**src/rtl/pipe_pkg.sv**
```systemverilog
// Shared pipeline-control types: hazard FSM state encoding, register index width,
// and the per-stage RAW hazard test used by the hazard controller.
package pipe_pkg;

  localparam int REG_W = 5;

  typedef enum logic [1:0] {
    ST_RUN   = 2'd0,
    ST_STALL = 2'd1,
    ST_FLUSH = 2'd2
  } hz_state_e;

  // A stage hazards when it will write a non-x0 register that the ID instruction reads.
  function automatic logic stage_hazard(
    input logic [REG_W-1:0] rd,
    input logic             reg_write,
    input logic [REG_W-1:0] rs1,
    input logic             use_rs1,
    input logic [REG_W-1:0] rs2,
    input logic             use_rs2
  );
    return reg_write && (rd != '0) &&
           ((use_rs1 && (rs1 == rd)) || (use_rs2 && (rs2 == rd)));
  endfunction

endpackage

```
**src/rtl/hazard_ctrl_if.sv**
```systemverilog
// Pipeline <-> hazard controller bundle: stage register info in, pipeline
// enables/bubbles and performance counters out.
interface hazard_ctrl_if #(parameter int CNT_W = 32);
  import pipe_pkg::*;

  logic [REG_W-1:0] id_rs1;
  logic [REG_W-1:0] id_rs2;
  logic             id_use_rs1;
  logic             id_use_rs2;
  logic [REG_W-1:0] ex_rd;
  logic             ex_reg_write;
  logic             ex_mem_read;
  logic [REG_W-1:0] mem_rd;
  logic             mem_reg_write;
  logic             mem_branch_taken;

  logic             pc_write;
  logic             ifid_write;
  logic             ifid_flush;
  logic             idex_flush;
  logic             exmem_flush;
  logic [CNT_W-1:0] stall_cnt;
  logic [CNT_W-1:0] flush_cnt;

  modport master (
    output id_rs1, id_rs2, id_use_rs1, id_use_rs2,
    output ex_rd, ex_reg_write, ex_mem_read,
    output mem_rd, mem_reg_write, mem_branch_taken,
    input  pc_write, ifid_write, ifid_flush, idex_flush, exmem_flush,
    input  stall_cnt, flush_cnt
  );

  modport slave (
    input  id_rs1, id_rs2, id_use_rs1, id_use_rs2,
    input  ex_rd, ex_reg_write, ex_mem_read,
    input  mem_rd, mem_reg_write, mem_branch_taken,
    output pc_write, ifid_write, ifid_flush, idex_flush, exmem_flush,
    output stall_cnt, flush_cnt
  );
endinterface

```
**src/rtl/sat_counter.sv**
```systemverilog
// Event counter that sticks at all-ones instead of wrapping; synchronous reset wins.
module sat_counter #(
  parameter int CNT_W = 32
) (
  input  logic             clk,
  input  logic             reset,
  input  logic             inc,
  output logic [CNT_W-1:0] cnt
);

  always_ff @(posedge clk) begin
    if (reset)
      cnt <= '0;
    else if (inc && (cnt != {CNT_W{1'b1}}))
      cnt <= cnt + 1'b1;
  end

endmodule

```
**src/rtl/hazard_ctrl.sv**
```systemverilog
// Five-stage pipeline hazard controller: RAW stalls, taken-branch flushes, perf counters.
// Define FORWARDING_EN to stall only on load-use (one cycle) instead of any EX/MEM RAW hazard.
module hazard_ctrl #(
  parameter int CNT_W = 32
) (
  input  logic         clk,
  input  logic         reset,
  hazard_ctrl_if.slave bus
);
  import pipe_pkg::*;

  hz_state_e state;
  logic      hz_ex, hz_mem, load_use, stall_req;
  logic      stall_inc, flush_inc;

  always_comb begin
    hz_ex    = stage_hazard(bus.ex_rd, bus.ex_reg_write, bus.id_rs1, bus.id_use_rs1,
                            bus.id_rs2, bus.id_use_rs2);
    hz_mem   = stage_hazard(bus.mem_rd, bus.mem_reg_write, bus.id_rs1, bus.id_use_rs1,
                            bus.id_rs2, bus.id_use_rs2);
    load_use = bus.ex_mem_read && hz_ex;
`ifdef FORWARDING_EN
    // Once stalled, the load has moved on to MEM and its result can be forwarded.
    stall_req = load_use && (state != ST_STALL);
`else
    // Without bypassing, any in-flight producer blocks ID; WB needs no stall
    // because the register file writes before it reads.
    stall_req = load_use || hz_ex || hz_mem;
`endif
  end

  always_comb begin
    bus.pc_write    = 1'b1;
    bus.ifid_write  = 1'b1;
    bus.ifid_flush  = 1'b0;
    bus.idex_flush  = 1'b0;
    bus.exmem_flush = 1'b0;
    stall_inc       = 1'b0;
    flush_inc       = 1'b0;
    if (!reset) begin
      if (bus.mem_branch_taken) begin
        bus.ifid_flush  = 1'b1;
        bus.idex_flush  = 1'b1;
        bus.exmem_flush = 1'b1;
        flush_inc       = 1'b1;
      end else if (state != ST_FLUSH && stall_req) begin
        // ID instruction in a FLUSH cycle is a bubble, so its hazards are ignored.
        bus.pc_write    = 1'b0;
        bus.ifid_write  = 1'b0;
        bus.idex_flush  = 1'b1;
        stall_inc       = 1'b1;
      end
    end
  end

  always_ff @(posedge clk) begin
    if (reset)
      state <= ST_RUN;
    else if (bus.mem_branch_taken)
      state <= ST_FLUSH;
    else if (stall_inc)
      state <= ST_STALL;
    else
      state <= ST_RUN;
  end

  sat_counter #(.CNT_W(CNT_W)) u_stall_cnt (
    .clk   (clk),
    .reset (reset),
    .inc   (stall_inc),
    .cnt   (bus.stall_cnt)
  );

  sat_counter #(.CNT_W(CNT_W)) u_flush_cnt (
    .clk   (clk),
    .reset (reset),
    .inc   (flush_inc),
    .cnt   (bus.flush_cnt)
  );

endmodule

```
**src/flat_wrapper.sv**
```systemverilog
// flat-port wrapper written by rule: the top's interface ports become plain ports
module hazard_ctrl_flat import pipe_pkg::*;
#(
  parameter int CNT_W = 32
)
  (clk, reset, bus_id_rs1, bus_id_rs2, bus_id_use_rs1, bus_id_use_rs2, bus_ex_rd, bus_ex_reg_write, bus_ex_mem_read, bus_mem_rd, bus_mem_reg_write, bus_mem_branch_taken, bus_pc_write, bus_ifid_write, bus_ifid_flush, bus_idex_flush, bus_exmem_flush, bus_stall_cnt, bus_flush_cnt);
  hazard_ctrl_if #(.CNT_W(CNT_W)) bus_i ();
  input  logic clk;
  input  logic reset;
  input wire logic [$bits(bus_i.id_rs1)-1:0] bus_id_rs1;
  input wire logic [$bits(bus_i.id_rs2)-1:0] bus_id_rs2;
  input wire logic [$bits(bus_i.id_use_rs1)-1:0] bus_id_use_rs1;
  input wire logic [$bits(bus_i.id_use_rs2)-1:0] bus_id_use_rs2;
  input wire logic [$bits(bus_i.ex_rd)-1:0] bus_ex_rd;
  input wire logic [$bits(bus_i.ex_reg_write)-1:0] bus_ex_reg_write;
  input wire logic [$bits(bus_i.ex_mem_read)-1:0] bus_ex_mem_read;
  input wire logic [$bits(bus_i.mem_rd)-1:0] bus_mem_rd;
  input wire logic [$bits(bus_i.mem_reg_write)-1:0] bus_mem_reg_write;
  input wire logic [$bits(bus_i.mem_branch_taken)-1:0] bus_mem_branch_taken;
  output wire logic [$bits(bus_i.pc_write)-1:0] bus_pc_write;
  output wire logic [$bits(bus_i.ifid_write)-1:0] bus_ifid_write;
  output wire logic [$bits(bus_i.ifid_flush)-1:0] bus_ifid_flush;
  output wire logic [$bits(bus_i.idex_flush)-1:0] bus_idex_flush;
  output wire logic [$bits(bus_i.exmem_flush)-1:0] bus_exmem_flush;
  output wire logic [$bits(bus_i.stall_cnt)-1:0] bus_stall_cnt;
  output wire logic [$bits(bus_i.flush_cnt)-1:0] bus_flush_cnt;
  assign bus_i.id_rs1 = bus_id_rs1;
  assign bus_i.id_rs2 = bus_id_rs2;
  assign bus_i.id_use_rs1 = bus_id_use_rs1;
  assign bus_i.id_use_rs2 = bus_id_use_rs2;
  assign bus_i.ex_rd = bus_ex_rd;
  assign bus_i.ex_reg_write = bus_ex_reg_write;
  assign bus_i.ex_mem_read = bus_ex_mem_read;
  assign bus_i.mem_rd = bus_mem_rd;
  assign bus_i.mem_reg_write = bus_mem_reg_write;
  assign bus_i.mem_branch_taken = bus_mem_branch_taken;
  assign bus_pc_write = bus_i.pc_write;
  assign bus_ifid_write = bus_i.ifid_write;
  assign bus_ifid_flush = bus_i.ifid_flush;
  assign bus_idex_flush = bus_i.idex_flush;
  assign bus_exmem_flush = bus_i.exmem_flush;
  assign bus_stall_cnt = bus_i.stall_cnt;
  assign bus_flush_cnt = bus_i.flush_cnt;
  hazard_ctrl #(.CNT_W(CNT_W)) u_core (.clk(clk), .reset(reset), .bus(bus_i));
endmodule
```
**config.mk**
```make
export PLATFORM = sky130hd
export DESIGN_NAME = hazard_ctrl_flat
export DESIGN_NICKNAME = d
export VERILOG_FILES = /design/src/rtl/pipe_pkg.sv /design/src/rtl/hazard_ctrl_if.sv /design/src/rtl/sat_counter.sv /design/src/rtl/hazard_ctrl.sv /design/src/flat_wrapper.sv
export SDC_FILE = /design/constraint.sdc
export NUM_CORES = 1
export LEC_CHECK = 0
export BUFFER_PORTS_ARGS = -buffer_cell sky130_fd_sc_hd__buf_2
export CORE_MARGIN = 5
export CORE_UTILIZATION = 35
export DETAILED_ROUTE_END_ITERATION = 6
export PLACE_DENSITY = 0.63
export SLEW_MARGIN = 20
export SYNTH_ARGS = -nofsm -noshare
export SYNTH_HDL_FRONTEND = slang
export SYNTH_HIERARCHICAL = 1
export SYNTH_SLANG_ARGS = --single-unit
```
**constraint.sdc**
```tcl
create_clock -name clk -period 7.6 [get_ports clk]
set_input_delay 0.76 -clock clk [delete_from_list [all_inputs] [get_ports clk]]
set_output_delay 0.76 -clock clk [all_outputs]
set_load 0.01 [all_outputs]
```
# == After elaboration in Yosys (flattened, before gate mapping) ==
# Cells that the tools add are included.
# op_classes
addsub,2
eq_ne,7
n_mux,12
n_reduce_logical,19
# ops
cell,count
$add 32x1->32 const B,2
$ne 32x32->1 const B,2
$eq 5x5->1,4
$logic_and 1x1->1,12
$mux 1,11
$reduce_bool 5->1,2
$logic_or 1x1->1,4
$mux 2,1
$ne 2x2->1 const B,1
$reduce_or 2->1,1
# totals
reg_bits,66
in_bits,28
output_inout_bits,69
elab_cells,44

# == Logic depth before layout (Yosys ltp) ==
# Gate-level depths: netlist of the first run.
# logic_depth
ltp_word,13
depth_mapped,10

# == Cells and area by module ==
# The synthesis of the first run kept the hierarchy.
# modules_own_cells
mod,instances,cells_each,area_per_inst_um2,seq_area_each_um2
sat_counter,2,199,1674.1,640.6
hazard_ctrl,1,45,372.9,40.0

# == Worst setup path after synthesis of the first run ==
# OpenSTA, ideal clock, no wires.
# synth_timing
kind,in2reg
start,in bus_ex_rd[4]
end,reg u_core.u_stall_cnt.cnt[31]
arrival_ns,3.232
path_slack_ns,4.247
path_stages,10
cell_sequence,xor2_1 nor4_2 a32oi_1 o22a_2 nor2_1 nand4_1 nor4_2 nand4_1 nor4_1 mux2_2
# synth_via
elab_chain_len,12
# synth_lines
item,line,text
start: declaration,flat_wrapper.sv:14,input wire logic [$bits(bus_i.ex_rd)-1:0] bus_ex_rd;
$eq 5x5->1,pipe_pkg.sv:23,((use_rs1 && (rs1 == rd)) || (use_rs2 && (rs2 == rd)));
$logic_and 1x1->1,pipe_pkg.sv:23,
$logic_or 1x1->1,pipe_pkg.sv:23,
$logic_and 1x1->1 *,pipe_pkg.sv:22,return reg_write && (rd != '0) &&
$logic_and 1x1->1,hazard_ctrl.sv:21,load_use = bus.ex_mem_read && hz_ex;
$logic_or 1x1->1 * (2 in series),hazard_ctrl.sv:28,stall_req = load_use || hz_ex || hz_mem;
$logic_and 1x1->1 *,hazard_ctrl.sv:46,end else if (state != ST_FLUSH && stall_req) begin
$mux 1 *,hazard_ctrl.sv:46,
$mux 1 *,hazard_ctrl.sv:41,if (bus.mem_branch_taken) begin
$mux 1 *,hazard_ctrl.sv:40,if (!reset) begin
net u_core.stall_inc,hazard_ctrl.sv:14,"logic stall_inc, flush_inc;"
$logic_and 1x1->1 *,sat_counter.sv:14,else if (inc && (cnt != {CNT_W{1'b1}}))
end signal: assignment,sat_counter.sv:15,cnt <= cnt + 1'b1;
end: declaration,sat_counter.sv:8,output logic [CNT_W-1:0] cnt
# The timed path passes the listed nets; every way through them passes the cells marked *.
# A chain may end at the register's enable or synchronous reset.

# == Final worst setup path of the first run ==
# layout_timing
start,in reset
end,reg u_core.u_stall_cnt.cnt[31]
# layout_via
elab_chain_len,2
# layout_lines
item,line,text
start: declaration,flat_wrapper.sv:9,input logic reset;
$mux 1,hazard_ctrl.sv:40,
net u_core.stall_inc,hazard_ctrl.sv:14,
$logic_and 1x1->1,sat_counter.sv:14,
# The timed path passes the listed nets, and every way through them passes these cells.

==> results.sh, run 1 <==
export IMPL_status="finished clean"
export IMPL_min_period_ns=4.049
export IMPL_htree_levels=3
export IMPL_critical_path_max_stage_delay_ns=0.65
export IMPL_seq_area_frac_synth=0.3551
export IMPL_netlist_area_mm2=0.003721
export IMPL_drv_slew=0
export IMPL_path_class="input pin to flop"
export IMPL_wirelength_mm=10.24
export IMPL_endpoint_kind="flop"
export IMPL_cts_buffer_depth=2
export IMPL_cp_required_ns=7.82
export IMPL_root_buffer="clkbuf_8"
export IMPL_cts_setup_buffers=0
export IMPL_fin_crit_sh=0.5328
export IMPL_grt_max_degree=74
export IMPL_cpLargestDelayFamily="simple AND/OR/NAND/NOR gates"
export IMPL_ys_warn_count=6
export IMPL_drt_iter0_drc=260
export IMPL_first_pass_iters=5
export IMPL_ff2ff_path_depth=10
export IMPL_maxCapViolCount=0
export IMPL_synthDistinctLibCells=44
export IMPL_synth_edf_count=0
export IMPL_vias=3746
export IMPL_r2r_slack_ns=4.20
export IMPL_fp_dieW_um=113.1
export IMPL_tightest_slew_ns=0.7781
export IMPL_rr_startpoint="u_core/state[0]$_SDFF_PP0_"
export IMPL_grt_remaining_overflow=0
export IMPL_rsz0062_at_grt="false"
export IMPL_dieArea_mm2=0.01279
export IMPL_cp_depth=11
export IMPL_tns_ns=0
export IMPL_cts_hold_buf=0
export IMPL_place_congestion=0.8579
export IMPL_fin_skew_ns=0.01163
export IMPL_cp_common_cell="nand4_1"
export IMPL_path_cells="buf_2, buf_4, a21oi_1, o211ai_1, o22a_2, nor2_1, nand4_1, nor4_2, nand4_1, nor4_1, mux2_2"
export IMPL_worstSetupEndpoint="u_core/u_stall_cnt/cnt[31]$_SDFFE_PP0P_"
export IMPL_initial_core_util=0.3588
export IMPL_area_growth_pct=22.26
export IMPL_antenna_found_initial=0
export IMPL_slew_headroom=0.4813
export IMPL_startpoint_type="input pin"
export IMPL_grt_first_pass_wirelength_mm=16.76
export IMPL_cp_num_buf_inv=2
export IMPL_ant_nets=0
export IMPL_drc=0
export IMPL_clock_sinks=66
export IMPL_min_path_type="flop to flop"
export IMPL_grt_pass1_vias=3500
export IMPL_postLayoutCellArea_mm2=0.004549
export IMPL_nets=558
export IMPL_startpoint="reset"
export IMPL_clk_latency_ns=0.34
export IMPL_mostFrequentLayoutCells="buf_2, dfxtp_1, a21oi_1"
export IMPL_core_area_mm2=0.01037
export IMPL_via_per_inst=5.599
export IMPL_cts_tree="yes"
export IMPL_cellPowerDensity_mw_per_mm2=167.0
export IMPL_cpMaxStageDelayCell="nor4_2"
export IMPL_core_rowCount=37
export IMPL_synthCells=443
export IMPL_diodes=0
export IMPL_io_buffers=95
export IMPL_path_max_fanout=73
export IMPL_r2r_end="u_core/u_stall_cnt/cnt[31]$_SDFFE_PP0P_"
export IMPL_final_common_cell="buf_2"
export IMPL_cp_arrival_ns=4.27
export IMPL_power_leakage_nw=1.620
export IMPL_syn_nets=473
export IMPL_num_io_pins=97
export IMPL_clock_fmax_ghz=0.2470
export IMPL_ir_drop_mv=0.09992
export IMPL_postPlaceCellArea_mm2=0.004297
export IMPL_clk_pin_slew_ns=0.08
export IMPL_grtUsageTotal=0.1569
export IMPL_ys_seq_elements=66
export IMPL_whs_ns=0.4984
export IMPL_cts_made_buffers=9
export IMPL_dp_hpwl_mm=7.200
export IMPL_syn_mean_instance_area_um2=8.400
export IMPL_synth_async_reset_ratio=0
export IMPL_synth_main_ff_cell="dfxtp_1"
export IMPL_setup_viol=0
export IMPL_final_util=0.4387
export IMPL_fp_dieH_um=113.1
export IMPL_layout_drive_gt1_share=0.2495
export IMPL_wl_per_cell_um=15.31
export IMPL_hold_viol=0
export IMPL_cts_resized=0
-- logic make-up after synthesis --
| group | count (synthesis) | synth area share |
|---|---|---|
| and+or+nand+nor | 202 | 0.3252 |
| buffers and inverters | 29 | 0.03329 |
| adders and majority gates | 2 | 0.006724 |
| xor gates and xnor gates | 34 | 0.08003 |
| DFF | 66 | 0.3551 |
| AOI/OAI and AO/OA | 104 | 0.1822 |
| muxes | 6 | 0.01748 |
-- through the flow --
| step | std cells | setup WS [ns] | total power [mW] |
|---|---|---|---|
| after floorplan | 443 | 4.247 | 0.3760 |
| after global placement | 653 | 3.294 | 0.3917 |
| after detailed placement | 653 | 3.203 | 0.3926 |
| after CTS | 669 | 3.554 | 0.7713 |
| after global routing | 669 | 3.201 | 0.7874 |
| final | 669 | 3.551 | 0.7598 |
-- how the worst min path moves through the flow --
stage / startpoint / end / depth (start not counted)
4_1_cts: u_core/u_stall_cnt/cnt[23]$_SDFFE_PP0P_ / u_core/u_stall_cnt/cnt[23]$_SDFFE_PP0P_ / 2
6_report: u_core/u_stall_cnt/cnt[23]$_SDFFE_PP0P_ / u_core/u_stall_cnt/cnt[23]$_SDFFE_PP0P_ / 2
3_3_place_gp: u_core/u_stall_cnt/cnt[15]$_SDFFE_PP0P_ / u_core/u_stall_cnt/cnt[15]$_SDFFE_PP0P_ / 2
3_5_place_dp: u_core/u_stall_cnt/cnt[15]$_SDFFE_PP0P_ / u_core/u_stall_cnt/cnt[15]$_SDFFE_PP0P_ / 2
5_1_grt: u_core/u_stall_cnt/cnt[23]$_SDFFE_PP0P_ / u_core/u_stall_cnt/cnt[23]$_SDFFE_PP0P_ / 2
2_1_floorplan: u_core/u_flush_cnt/cnt[15]$_SDFFE_PP0P_ / u_core/u_flush_cnt/cnt[15]$_SDFFE_PP0P_ / 2
-- state kept, by name (all words and copies together), names as in the netlist --
signal	flops
u_core/u_flush_cnt/cnt	32
u_core/u_stall_cnt/cnt	32
u_core/state	2
-- worst min-delay path, cell delays in order (launching register included) --
cell	delay [ns]
dfxtp_1	0.34
o31ai_1	0.07
a21oi_1	0.05
-- area by class of cell --
class                           instances  area (um^2)
Sequential cell                        66         1321
Clock inverter                          4        97.59
Timing Repair Buffer                   98        498.0
Multi-Input combinational cell        348         2288
Inverter                                5        18.77
Tap cell                              136        170.2
Clock buffer                           12        155.1
Fill cell                            1054         5821
-- cells in the mapped netlist, types with 4 or more instances --
| cell | count | area (um^2) |
|---|---|---|
| dfxtp_1 | 66 | 1321 |
| a21oi_1 | 45 | 225.2 |
| nor2_1 | 30 | 112.6 |
| nand3_1 | 26 | 130.1 |
| or4_1 | 26 | 195.2 |
| o31ai_1 | 24 | 180.2 |
| nand2_1 | 20 | 75.07 |
| nand4_1 | 20 | 125.1 |
| or3_1 | 20 | 125.1 |
| xor2_1 | 18 | 157.7 |
| clkbuf_1 | 16 | 60.06 |
| o21ai_0 | 16 | 80.08 |
| xnor2_1 | 16 | 140.1 |
| nor4_1 | 11 | 68.82 |
| and4_1 | 8 | 70.07 |
| and3_1 | 6 | 37.54 |
| buf_2 | 6 | 30.03 |
| nor2b_1 | 6 | 37.54 |
| inv_1 | 5 | 18.77 |
| a2111oi_0 | 4 | 35.03 |
| and2_1 | 4 | 25.02 |
| nor3_1 | 4 | 20.02 |
| nor3b_1 | 4 | 30.03 |
-- metal layers --
| layer | vias to the layer above | part of all wire | global-route usage |
|---|---|---|---|
| met1 | 1787 | 0.45 | 0.1925 |
| met3 | 8 | 0.056 | 0.03957 |
| met2 | 93 | 0.49 | 0.2749 |
| li1 | 1858 | - | - |
| met5 | - | 0 | 0 |
| met4 | 0 | 0.0075 | 0.03846 |
-- where the power goes --
group,internal [mW],switching (mW)
clock,0.236,0.139
sequential,0.347,0.00107
combinational,0.0152,0.0217
(Power assumes the default switching activity.)
==> run 2: changes to the inputs <==
PLACE_DENSITY = 0.65   (was 0.63)
clock period = 3.3 ns   (was 7.6 ns; I/O delays follow)
==> run 2 against run 1 <==
Critical path depth rose by 1. Power rose by 110%. Highest routed layer unchanged. Sequential cell count is the same. Critical endpoint is now u_core/u_stall_cnt/cnt[29]$_SDFFE_PP0P_. Combinational power grew 140%. Hold slack got worse by 0.29 ns.
==> results.sh, run 2 (synthesized netlist as in run 1, its figures left out) <==
export IMPL_core_area_mm2=0.01037
export IMPL_endpoint_kind="flop"
export IMPL_wirelength_mm=10.17
export IMPL_htree_levels=3
export IMPL_clock_sinks=66
export IMPL_hold_viol=0
export IMPL_grt_pass1_vias=3543
export IMPL_tightest_slew_ns=0.7336
export IMPL_grtUsageTotal=0.1543
export IMPL_power_leakage_nw=1.630
export IMPL_maxCapViolCount=0
export IMPL_place_congestion=0.8647
export IMPL_dieArea_mm2=0.01279
export IMPL_fp_dieW_um=113.1
export IMPL_cts_made_buffers=9
export IMPL_layout_drive_gt1_share=0.2625
export IMPL_dr_wl_met3_um=642
export IMPL_nets=566
export IMPL_diodes=0
export IMPL_whs_ns=0.2103
export IMPL_fin_crit_sh=0.8047
export IMPL_min_from="bus_mem_branch_taken"
export IMPL_fp_dieH_um=113.1
export IMPL_area_growth_pct=22.56
export IMPL_grt_first_pass_wirelength_mm=16.60
export IMPL_wl_per_cell_um=15.01
export IMPL_rr_startpoint="u_core/state[0]$_SDFF_PP0_"
export IMPL_vias=3817
export IMPL_largest_registers="u_core/u_flush_cnt/cnt: 32 flops, u_core/u_stall_cnt/cnt: 32 flops, u_core/state: 2 flops"
export IMPL_rsz0062_at_grt="false"
export IMPL_antenna_found_initial=0
export IMPL_status="finished clean"
export IMPL_wl_met2_mm=4.963
export IMPL_first_pass_iters=5
export IMPL_ant_nets=0
export IMPL_clock_fmax_ghz=0.3766
export IMPL_r2r_slack_ns=0.67
export IMPL_num_io_pins=97
export IMPL_cts_buffer_depth=2
export IMPL_fin_skew_ns=0.01212
export IMPL_slew_headroom=0.5109
export IMPL_cts_tree="yes"
export IMPL_drt_iter0_drc=223
export IMPL_tns_ns=0
export IMPL_io_buffers=95
export IMPL_clk_pin_slew_ns=0.08
export IMPL_min_period_ns=2.656
export IMPL_setup_viol=0
export IMPL_fill_cells=1074
export IMPL_cts_hold_buf=0
export IMPL_cts_resized=0
export IMPL_cp_arrival_ns=2.92
export IMPL_initial_core_util=0.3588
export IMPL_root_buffer="clkbuf_8"
export IMPL_via_per_inst=5.638
export IMPL_grt_max_degree=72
export IMPL_cp_required_ns=3.57
export IMPL_path_max_fanout=5
export IMPL_regArea_mm2=0.001321
export IMPL_multi_input_area_mm2=0.002288
export IMPL_clk_latency_ns=0.34
export IMPL_cellPowerDensity_mw_per_mm2=345.4
export IMPL_drc=0
export IMPL_mostFrequentLayoutCells="buf_2, dfxtp_1, a21oi_1"
export IMPL_ir_drop_mv=0.1776
export IMPL_dr_max_layer_used="met4"
export IMPL_path_class="input pin to flop"
export IMPL_dp_hpwl_mm=7.429
export IMPL_startpoint_type="input pin"
export IMPL_drv_slew=0
export IMPL_final_common_cell="buf_2"
export IMPL_core_rowCount=37
export IMPL_startpoint="bus_ex_rd[3]"
export IMPL_cts_setup_buffers=0
export IMPL_min_path_type="input pin to flop"
export IMPL_grt_remaining_overflow=0
export IMPL_met1_length_mm=4.432
[run 2: layer usage]
metal	global-route usage	vias to the layer above
met5	0	-
met4	0.04808	0
met3	0.03636	10
met2	0.2662	123
met1	0.1901	1805
li1	-	1879
[run 2: final timing paths]
kind	endpoint	cells after the start
setup / recovery	u_core/u_stall_cnt/cnt[29]$_SDFFE_PP0P_	12
hold / removal	u_core/state[0]$_SDFF_PP0_	2
setup reg to reg	u_core/u_stall_cnt/cnt[29]$_SDFFE_PP0P_	11
hold reg to reg	u_core/u_flush_cnt/cnt[23]$_SDFFE_PP0P_	2
[run 2: per-stage QoR]
step	power [mW]	util	worst slack, ns	area [um^2]	cells
2_1_floorplan	0.8660	-	0.3772	3721	443
3_3_place_gp	0.9037	0.4201	0.2934	4357	661
3_5_place_dp	0.9067	0.4201	0.2734	4357	661
4_1_cts	1.603	0.4398	0.6391	4561	677
5_1_grt	1.643	0.4398	0.3899	4561	677
6_report	1.575	0.4398	0.6445	4561	677
[run 2: area by class of cell]
class / instances / area share
Clock inverter: 6 / 0.01454
Multi-Input combinational cell: 348 / 0.5018
Sequential cell: 66 / 0.2897
Tap cell: 136 / 0.03731
Clock buffer: 10 / 0.03018
Inverter: 5 / 0.004115
Timing Repair Buffer: 106 / 0.1224
[run 2: worst max-delay path, stage by stage]
cell and delay (ns):
buf_2 0.13, xor2_1 0.16, nor4_1 0.34, a32oi_1 0.09, o22a_2 0.27, nor2_1 0.17, nand4_1 0.23, nor4_2 0.33
buf_4 0.19, nand4_1 0.11, or4_1 0.42, a21oi_1 0.15
[run 2: power breakdown]
group / leakage, nW / internal (mW) / total, mW / switching (mW)
Sequential: 0.532 / 0.798 / 0.801 / 0.00297
Clock: 0.0945 / 0.369 / 0.687 / 0.317
Combinational: 1.00 / 0.0360 / 0.0875 / 0.0515
Total: 1.63 / 1.20 / 1.58 / 0.372
